--- src/rtl/mem_port_arbiter_pkg.sv ---
// Shared types for the two-requester memory port arbiter: controller states,
// requester indices and the in-flight tracking entry.
package mem_port_arbiter_pkg;

    typedef enum logic [1:0] {
        StRun,
        StDraining,
        StDrained
    } arb_state_e;

    localparam logic PortFetch = 1'b0;
    localparam logic PortData  = 1'b1;

    typedef struct packed {
        logic valid;
        logic port;
    } inflight_t;

endpackage

--- src/rtl/mem_port_arbiter.sv ---
// Round-robin arbiter sharing one fixed-latency memory port between a fetch and a
// data requester, with a drain handshake and per-port grant counters.
module mem_port_arbiter
    import mem_port_arbiter_pkg::*;
#(
    parameter int unsigned MEM_LATENCY = 1
) (
    input  logic        clk,
    input  logic        rst,
    input  logic [1:0]  req_valid,
    output logic [1:0]  req_ready,
    input  logic [31:0] req_addr0,
    input  logic [31:0] req_addr1,
    input  logic [31:0] req_wdata0,
    input  logic [31:0] req_wdata1,
    input  logic [3:0]  req_we0,
    input  logic [3:0]  req_we1,
    output logic [1:0]  resp_valid,
    output logic [31:0] resp_data,
    output logic [31:0] mem_addr,
    output logic [31:0] mem_wdata,
    output logic [3:0]  mem_we,
    input  logic [31:0] mem_rdata,
    input  logic        drain,
    output logic        drained,
    output logic [31:0] grant_cnt0,
    output logic [31:0] grant_cnt1
);

    localparam int Lat = int'(MEM_LATENCY);

    arb_state_e  state_q, state_d;
    logic        rr_q;
    logic [31:0] cnt0_q, cnt1_q;
    inflight_t   pipe_q [Lat];

    logic grant;
    logic gnt_port;
    logic in_flight;

    // Grants stop in the very cycle drain is raised, before the state leaves RUN.
    always_comb begin
        grant    = 1'b0;
        gnt_port = PortFetch;
        if (!rst && state_q == StRun && !drain) begin
            if (req_valid == 2'b11) begin
                grant    = 1'b1;
                gnt_port = rr_q;
            end else if (req_valid[0]) begin
                grant    = 1'b1;
                gnt_port = PortFetch;
            end else if (req_valid[1]) begin
                grant    = 1'b1;
                gnt_port = PortData;
            end
        end
    end

    always_comb begin
        req_ready = 2'b00;
        mem_addr  = 32'h0;
        mem_wdata = 32'h0;
        mem_we    = 4'h0;
        if (grant) begin
            if (gnt_port == PortData) begin
                req_ready = 2'b10;
                mem_addr  = req_addr1;
                mem_wdata = req_wdata1;
                mem_we    = req_we1;
            end else begin
                req_ready = 2'b01;
                mem_addr  = req_addr0;
                mem_wdata = req_wdata0;
                mem_we    = req_we0;
            end
        end
    end

    always_comb begin
        resp_valid = 2'b00;
        resp_data  = 32'h0;
        if (!rst && pipe_q[Lat-1].valid) begin
            resp_valid = pipe_q[Lat-1].port ? 2'b10 : 2'b01;
            resp_data  = mem_rdata;
        end
    end

    // The last stage is answered this cycle, so only earlier stages keep the port busy.
    always_comb begin
        in_flight = 1'b0;
        for (int i = 0; i < Lat - 1; i++) begin
            in_flight = in_flight | pipe_q[i].valid;
        end
    end

    always_comb begin
        state_d = state_q;
        unique case (state_q)
            StRun:      if (drain) state_d = StDraining;
            StDraining: begin
                if (!drain) begin
                    state_d = StRun;
                end else if (!in_flight) begin
                    state_d = StDrained;
                end
            end
            StDrained:  if (!drain) state_d = StRun;
            default:    state_d = StRun;
        endcase
    end

    always_ff @(posedge clk) begin
        if (rst) begin
            state_q <= StRun;
            rr_q    <= PortFetch;
            cnt0_q  <= 32'h0;
            cnt1_q  <= 32'h0;
            for (int i = 0; i < Lat; i++) begin
                pipe_q[i] <= '0;
            end
        end else begin
            state_q   <= state_d;
            pipe_q[0] <= '{valid: grant, port: gnt_port};
            for (int i = 1; i < Lat; i++) begin
                pipe_q[i] <= pipe_q[i-1];
            end
            if (grant) begin
                rr_q <= ~gnt_port;
                if (gnt_port == PortData) begin
                    cnt1_q <= cnt1_q + 32'd1;
                end else begin
                    cnt0_q <= cnt0_q + 32'd1;
                end
            end
        end
    end

    assign drained    = !rst && (state_q == StDrained);
    assign grant_cnt0 = cnt0_q;
    assign grant_cnt1 = cnt1_q;

endmodule

--- config.mk ---
export PLATFORM = sky130hd
export DESIGN_NAME = mem_port_arbiter
export DESIGN_NICKNAME = d
export VERILOG_FILES = /design/src/rtl/mem_port_arbiter_pkg.sv /design/src/rtl/mem_port_arbiter.sv
export SDC_FILE = /design/constraint.sdc
export NUM_CORES = 1
export LEC_CHECK = 0
export CORE_AREA = 3 3 132 134
export CTS_BUF_LIST = sky130_fd_sc_hd__clkbuf_8 sky130_fd_sc_hd__clkbuf_16
export DETAILED_ROUTE_END_ITERATION = 8
export DIE_AREA = 0 0 135 137
export HOLD_SLACK_MARGIN = 0.06
export PLACE_DENSITY_LB_ADDON = 0.2
export SLEW_MARGIN = 20
export SYNTH_ARGS = -nofsm -noshare
export SYNTH_HDL_FRONTEND = slang
export SYNTH_SLANG_ARGS = --single-unit
--- constraint.sdc ---
create_clock -name clk -period 4.7 [get_ports clk]
set_input_delay 0.705 -clock clk [delete_from_list [all_inputs] [get_ports clk]]
set_output_delay 0.705 -clock clk [all_outputs]
set_load 0.03 [all_outputs]
==> results of run 1 <==
-- final cells by class --
type	instances	share of cell area, %
clock buffers	10	3.00
inverters	9	0.425
clock inverters	6	1.09
repair buffers	355	44.1
flip-flops and latches	69	17.4
well taps	220	3.46
multi-input cells	377	30.4
diodes	4	0.126
-- registers in the layout (all words and copies together) (netlist names) --
register and cells:
rr_q 1, state_q 2, grant_cnt0 32, pipe_q 2, grant_cnt1 32
-- cells by family (layout without fill, tap and decap cells) --
family                     after synthesis  after routing  synth area share (%)
AOI/OAI and AO/OA                      119            119                  22.0
and+or+nand+nor                        215            215                  29.4
muxes                                    2              2                 0.506
other                                    0              4                     0
DFF                                     69             69                  34.9
xor gates and xnor gates                39             39                  8.63
buffers and inverters                   42            380                  4.01
adders and majority gates                2              2                 0.632
-- per-layer routing --
layer  track usage [%]  vias to the layer above  wire length [um]
li1                  -                     2446                 -
met1              21.9                     2418              7260
met2              35.1                      260             10000
met3              7.35                       34              1980
met4              9.01                        0               621
met5                 0                        -                 0
-- worst max path at each step --
stage,startpoint,end,slack (ps),cells after the start
3_5_place_dp,drain,mem_addr[4],560,6
2_1_floorplan,rst,mem_addr[22],1370,6
5_1_grt,drain,mem_addr[9],400,6
3_3_place_gp,drain,mem_addr[4],610,6
4_1_cts,drain,mem_addr[4],550,6
6_report,drain,mem_addr[9],550,6
-- through the flow --
step / hold WS, ps / area, sq um / setup slack, ps / total power [uW] / util [%]
after floorplan: 470 / 3960 / 1370 / 730 / -
after global placement: 478 / 7620 / 611 / 961 / 46.5
after detailed placement: 488 / 7620 / 561 / 959 / 46.5
after CTS: 496 / 7950 / 546 / 1700 / 48.4
after global routing: 534 / 7960 / 399 / 1740 / 48.5
final: 489 / 7960 / 550 / 1690 / 48.5
-- cell usage in the layout (no fill, tap or decap), types with 2 or more instances in the layout --
| cell type | n |
|---|---|
| a21oi_1 | 25 |
| a22o_1 | 68 |
| and2_1 | 36 |
| and3_1 | 12 |
| and4_1 | 7 |
| buf_4 | 15 |
| bufinv_16 | 2 |
| clkbuf_16 | 9 |
| clkdlybuf4s50_1 | 339 |
| clkinv_2 | 2 |
| dfxtp_1 | 69 |
| diode_2 | 4 |
| ha_1 | 2 |
| inv_1 | 8 |
| mux2i_1 | 2 |
| nand2_1 | 29 |
| nand3_1 | 19 |
| nand4_1 | 19 |
| nor2_1 | 47 |
| nor2b_1 | 3 |
| nor3_1 | 10 |
| nor4_1 | 5 |
| o21ai_0 | 19 |
| o31ai_1 | 5 |
| or2_2 | 2 |
| or3_1 | 16 |
| or4_1 | 6 |
| xnor2_1 | 16 |
| xor2_1 | 23 |
-- power groups by stage --
stage | clock network, uW | logic [uW] | registers [uW]
3_3_place_gp | 0 | 358 | 604
4_1_cts | 754 | 359 | 591
5_1_grt | 775 | 376 | 591
2_1_floorplan | 0 | 125 | 605
3_5_place_dp | 0 | 356 | 604
6_report | 738 | 357 | 591
-- worst max-delay path, stage by stage --
cell and delay, ps:
clkdlybuf4s50_1 440, or4_1 670, nor3_4 240, buf_4 430
a22o_1 250, clkdlybuf4s50_1 700
==> impl_metrics.yaml, run 1 <==
global_route:
  overflow: 0
  grt_max_degree: 44
  antenna_found_initial: 4
  gr-usage-all-layers_pct: 20.1
  grt_pass1_vias: 5072
  grt_pass1_wl_mm: 28.6
placement:
  dp.cells: 1030
  gp_congestion: 0.899
  portBuffers: 341
  detailed_place_hpwl_mm: 16.0
synthesis:
  seq_area_frac_synth_pct: 34.9
  yosysTopAreaCellShare_pct: 34.9
  ys_top_cells_by_count: "dfxtp_1, a22o_1, nor2_1"
  synth_most_common_cell: "dfxtp_1"
  yosysWarnings: 0
  postSynth.asyncResetShare_pct: 0
  synth_ff_type: "dfxtp_1"
  syn_nets: 663
  yosys_register_bits: 69
  synth.avg_cell_area_sq_um: 8.11
  synth_top_cell_by_area: "dfxtp_1"
  ys_types: 31
  synthTopCellsByArea: "dfxtp_1, a22o_1, and2_1"
  synth-edff-count: 0
  postSynthCellCount: 488
  synthesis.area_sq_um: 3960
sta:
  clock.fmax_ghz: 0.241
  maxSlewHeadroom_pct: 35.3
  rsz0062_at_grt: "false"
  finalHoldViolations: 0
  setup_tns_ps: 0
  post-route-period-util_pct: 88.3
  final-max-slew-violation-count: 0
  min_period_ps: 4150
  skew_ps: 10.8
  worst_pin_slew_ps: 963
  finalSetupViolations: 0
floorplan:
  ios: 342
  initial_core_util_pct: 24.1
  rows: 47
  fp.dieArea_sq_um: 18500
  die_h_um: 137
  coreArea_sq_um: 16400
  die_x_um: 135
drt:
  wire_per_inst_um: 18.9
  via_per_inst: 4.91
  vias: 5158
  drt_iter0_drc: 225
  drtAntennaViolNets: 0
  firstDrtPassIters: 7
  totalWireLength_mm: 19.9
  drc_errors: 0
worst_setup_path:
  crit_required_ps: 3990
  critPathMaxFanout: 43
  reg2reg_setup_slack_ps: 1720
  worst_r2r_endpoint: "grant_cnt1[27]$_SDFFE_PP0P_"
  timing.rr.start: "state_q[1]$_SDFFE_PP0P_"
  cp-end-kind: "output pin"
  path_class: "input pin to output pin"
  arrival_ps: 3440
  r2r_cells: 6
  startpoint_type: "input pin"
power_and_ir_drop:
  switching_share_pct: 24.5
  p_comb_share_pct: 21.2
  p_clk_share_pct: 43.8
  switchingPower_uw: 413
  internal-power_uw: 1270
  irDropWorstVdd_mv: 0.142
  seqPwrFrac_pct: 35.1
  p_per_area_nw_per_um2: 212
  cellLeakagePower_uw: 0.00280
cts:
  postCtsHoldBufs: 0
  post_cts_buffers: 0
  clockBufferDepth: 2
  cts_tree: "yes"
  htreeDepth: 3
  cts_resized: 0
  clock_sinks: 69
  clk_pin_slew_worst_paths_ps: 60
  insertion_delay_ps: 340
  numCtsBuffers: 9
  cts-root-buf: "clkbuf_16"
final_layout:
  nNetsFinal: 996
  area_growth_pct: 101
  regArea_sq_um: 1380
  instances_no_fill: 1050
  num-fill-cells: 1528
  multi_input_area_sq_um: 2420
  drive_gt1_share_pct: 4.60
flow_run:
  cap_viol_max_count: 0
worst_hold_path:
  hp-start: "grant_cnt1[31]$_SDFFE_PP0P_"
  worstHoldEndpoint: "grant_cnt1[31]$_SDFFE_PP0P_"
  hold_class: "flop to flop"
  hold_path_depth: 2
run_status:
  outcome: "finished clean"
Note: power is estimated with default switching activity, not from simulation.
==> inputs of run 2 (changes only) <==
ABC_AREA = 1   (was unset)
CORE_AREA = 3 3 133 135   (was 3 3 132 134)
DIE_AREA = 0 0 136 138   (was 0 0 135 137)
PLACE_DENSITY_LB_ADDON = 0.15   (was 0.2)
==> run 2 against run 1 <==
- clock-buffer cell count decreased by 1
- first-iteration DRC count increased by 50%
- critical path depth increased by 2
- clock power increased by 8.1%
- worst hold slack got worse by 20 ps
- non-clock buffer count decreased by 7
- sequential cell count unchanged
- wire length decreased by 0.42%
- largest cell class unchanged
- sequential share of layout area decreased by 1.4 points
- final cell count increased by 24%
- register-to-register slack improved by 960 ps
==> impl_metrics.yaml, run 2 <==
sta:
  layout_setup_ws_ps: 710
  rsz0062_at_grt: "false"
  clock.fmax_ghz: 0.251
  hold_ws_ps: 469
  worst_pin_slew_ps: 537
  setup_tns_ps: 0
  finalSetupViolations: 0
  min_period_ps: 3990
  skew_ps: 14.5
  maxSlewHeadroom_pct: 64.1
  finalHoldViolations: 0
  post-route-period-util_pct: 84.9
  final-max-slew-violation-count: 0
cts:
  clockBufferDepth: 2
  cts_tree: "yes"
  numCtsBuffers: 9
  clk_pin_slew_worst_paths_ps: 50
  cts_resized: 0
  postCtsHoldBufs: 0
  insertion_delay_ps: 350
  cts-root-buf: "clkbuf_16"
  clock_sinks: 69
  post_cts_buffers: 0
  htreeDepth: 3
final_layout:
  instances_no_fill: 1307
  num-fill-cells: 1635
  nNetsFinal: 1257
  antenna_cells: 0
  area_growth_pct: 84.3
  multi_input_area_sq_um: 2740
  drive_gt1_share_pct: 3.68
  mostFrequentLayoutCells: "clkdlybuf4s50_1, nand2_1, nor2_1"
  regArea_sq_um: 1380
  final_common_cell: "clkdlybuf4s50_1"
synthesis:
  synth.avg_cell_area_sq_um: 6.22
  synth_top_cell_by_area: "dfxtp_1"
  synthTopCellsByArea: "dfxtp_1, nand2_1, nor2_1"
  yosysWarnings: 0
  synth_most_common_cell: "nand2_1"
  synth-edff-count: 0
  postSynth.asyncResetShare_pct: 0
  yosysTopAreaCellShare_pct: 29.5
  seq_area_frac_synth_pct: 29.5
  syn_nets: 928
  postSynthCellCount: 753
  ys_top_cells_by_count: "nand2_1, nor2_1, inv_1"
  ys_types: 31
  synthesis.area_sq_um: 4680
  synth_ff_type: "dfxtp_1"
  yosys_register_bits: 69
worst_setup_path:
  arrival_ps: 3290
  cp.depth: 8
  max_stage_delay_ps: 690
  crit_family: "buffers and inverters"
  path_class: "input pin to output pin"
  cp-end-kind: "output pin"
  cpMostUsedCell: "clkdlybuf4s50_1"
  critPathMaxFanout: 21
  r2r_cells: 9
  startpoint_type: "input pin"
  crit_chain: "clkdlybuf4s50_1 > inv_1 > o21ai_2 > nand2_4 > clkinv_2 > buf_4 > a22o_1 > clkdlybuf4s50_1"
  crit_slowest_cell: "clkdlybuf4s50_1"
  crit_required_ps: 3990
  critical_path_buf_inv_count: 5
drt:
  wire_per_inst_um: 15.1
  drc_errors: 0
  totalWireLength_mm: 19.8
  firstDrtPassIters: 4
  drt_iter0_drc: 338
  drtAntennaViolNets: 0
  via_per_inst: 4.62
  vias: 6034
global_route:
  grt_max_degree: 86
  grt_pass1_wl_mm: 30.7
  overflow: 0
  grt_pass1_vias: 5723
  gr-usage-all-layers_pct: 20.5
  antenna_found_initial: 0
placement:
  gp_congestion: 0.917
  portBuffers: 341
  detailed_place_hpwl_mm: 15.5
  dp.cells: 1291
  preCtsSetupSlack_ps: 689
run_status:
  outcome: "finished clean"
power_and_ir_drop:
  cellLeakagePower_uw: 0.00327
  p_per_area_nw_per_um2: 205
  irDropWorstVdd_mv: 0.179
flow_run:
  cap_viol_max_count: 0
worst_hold_path:
  hold_class: "flop to flop"
  hold_path_depth: 1
floorplan:
  die_x_um: 136
  fp.dieArea_sq_um: 18800
  ios: 342
  rows: 47
  die_h_um: 138
  initial_core_util_pct: 28.2
  coreArea_sq_um: 16600
[run 2: cell count changes in the layout (fill, tap and decap cells not counted), sizes merged, moves of 12 or more]
cell / previous run / this run
nor2: 47 / 170
xor2: 23 / 4
inv: 9 / 107
and2: 36 / 0
nand2: 29 / 167
or3: 16 / 0
nand3: 19 / 52
and3: 12 / 0
[run 2: power by group]
group	switching, uW	total, uW	leakage [uW]	internal, uW
clock	277	798	0.000166	521
combinational	170	384	0.00255	214
sequential	2.78	591	0.000556	588
[run 2: cells by family after synthesis]
logic type,count (synthesis),share of synthesized area [%]
AND/OR/NAND/NOR,427,38.7
buffers and inverters,137,12.1
AO/OA/AOI/OAI,107,17.1
flip-flops,69,29.5
XOR/XNOR,11,2.06
adder cells (fa/ha/maj),2,0.534
[run 2: cell type report]
class / count / share of cell area, %
Timing Repair Buffer: 348 / 40.4
Multi-Input combinational cell: 547 / 31.8
Sequential cell: 69 / 16.0
Inverter: 107 / 4.67
Tap cell: 220 / 3.19
Clock buffer: 9 / 2.61
Clock inverter: 7 / 1.39
[run 2: worst register-to-register path: stages, from the launching register on]
cell and delay [ps]:
dfxtp_1 370, nor2_1 60, nand2_2 130, nor2_4 60
nand2_4 210, clkinv_2 410, buf_4 350, nand2_1 100
xor2_1 160, nor2_1 50
[run 2: worst paths after layout]
kind                                         startpoint                     endpoint  slack (ps)
worst max-delay path                       req_valid[0]                mem_wdata[23]         710
worst min-delay path            state_q[1]$_SDFFE_PP0P_      state_q[1]$_SDFFE_PP0P_         470
worst max register to register  state_q[0]$_SDFFE_PP0P_  grant_cnt0[13]$_SDFFE_PP0P_        2680
worst min register to register  state_q[1]$_SDFFE_PP0P_      state_q[1]$_SDFFE_PP0P_         470
[run 2: per-layer routing]
metal  GRT usage [%]  vias up  wire length (um)
li1                -     3088                 -
met1            26.2     2659              8500
met2            33.2      255              9060
met3            5.74       32              1740
met4            6.74        0               473
met5               0        -                 0
[run 2: metrics by stage]
stage / cell area (sq um) / utilization (%) / power, uW
floorplan: 4680 / - / 755
global placement: 8290 / 50.0 / 989
detailed placement: 8290 / 50.0 / 989
finish: 8630 / 52.1 / 1770
global route: 8630 / 52.1 / 1840
CTS: 8630 / 52.1 / 1800
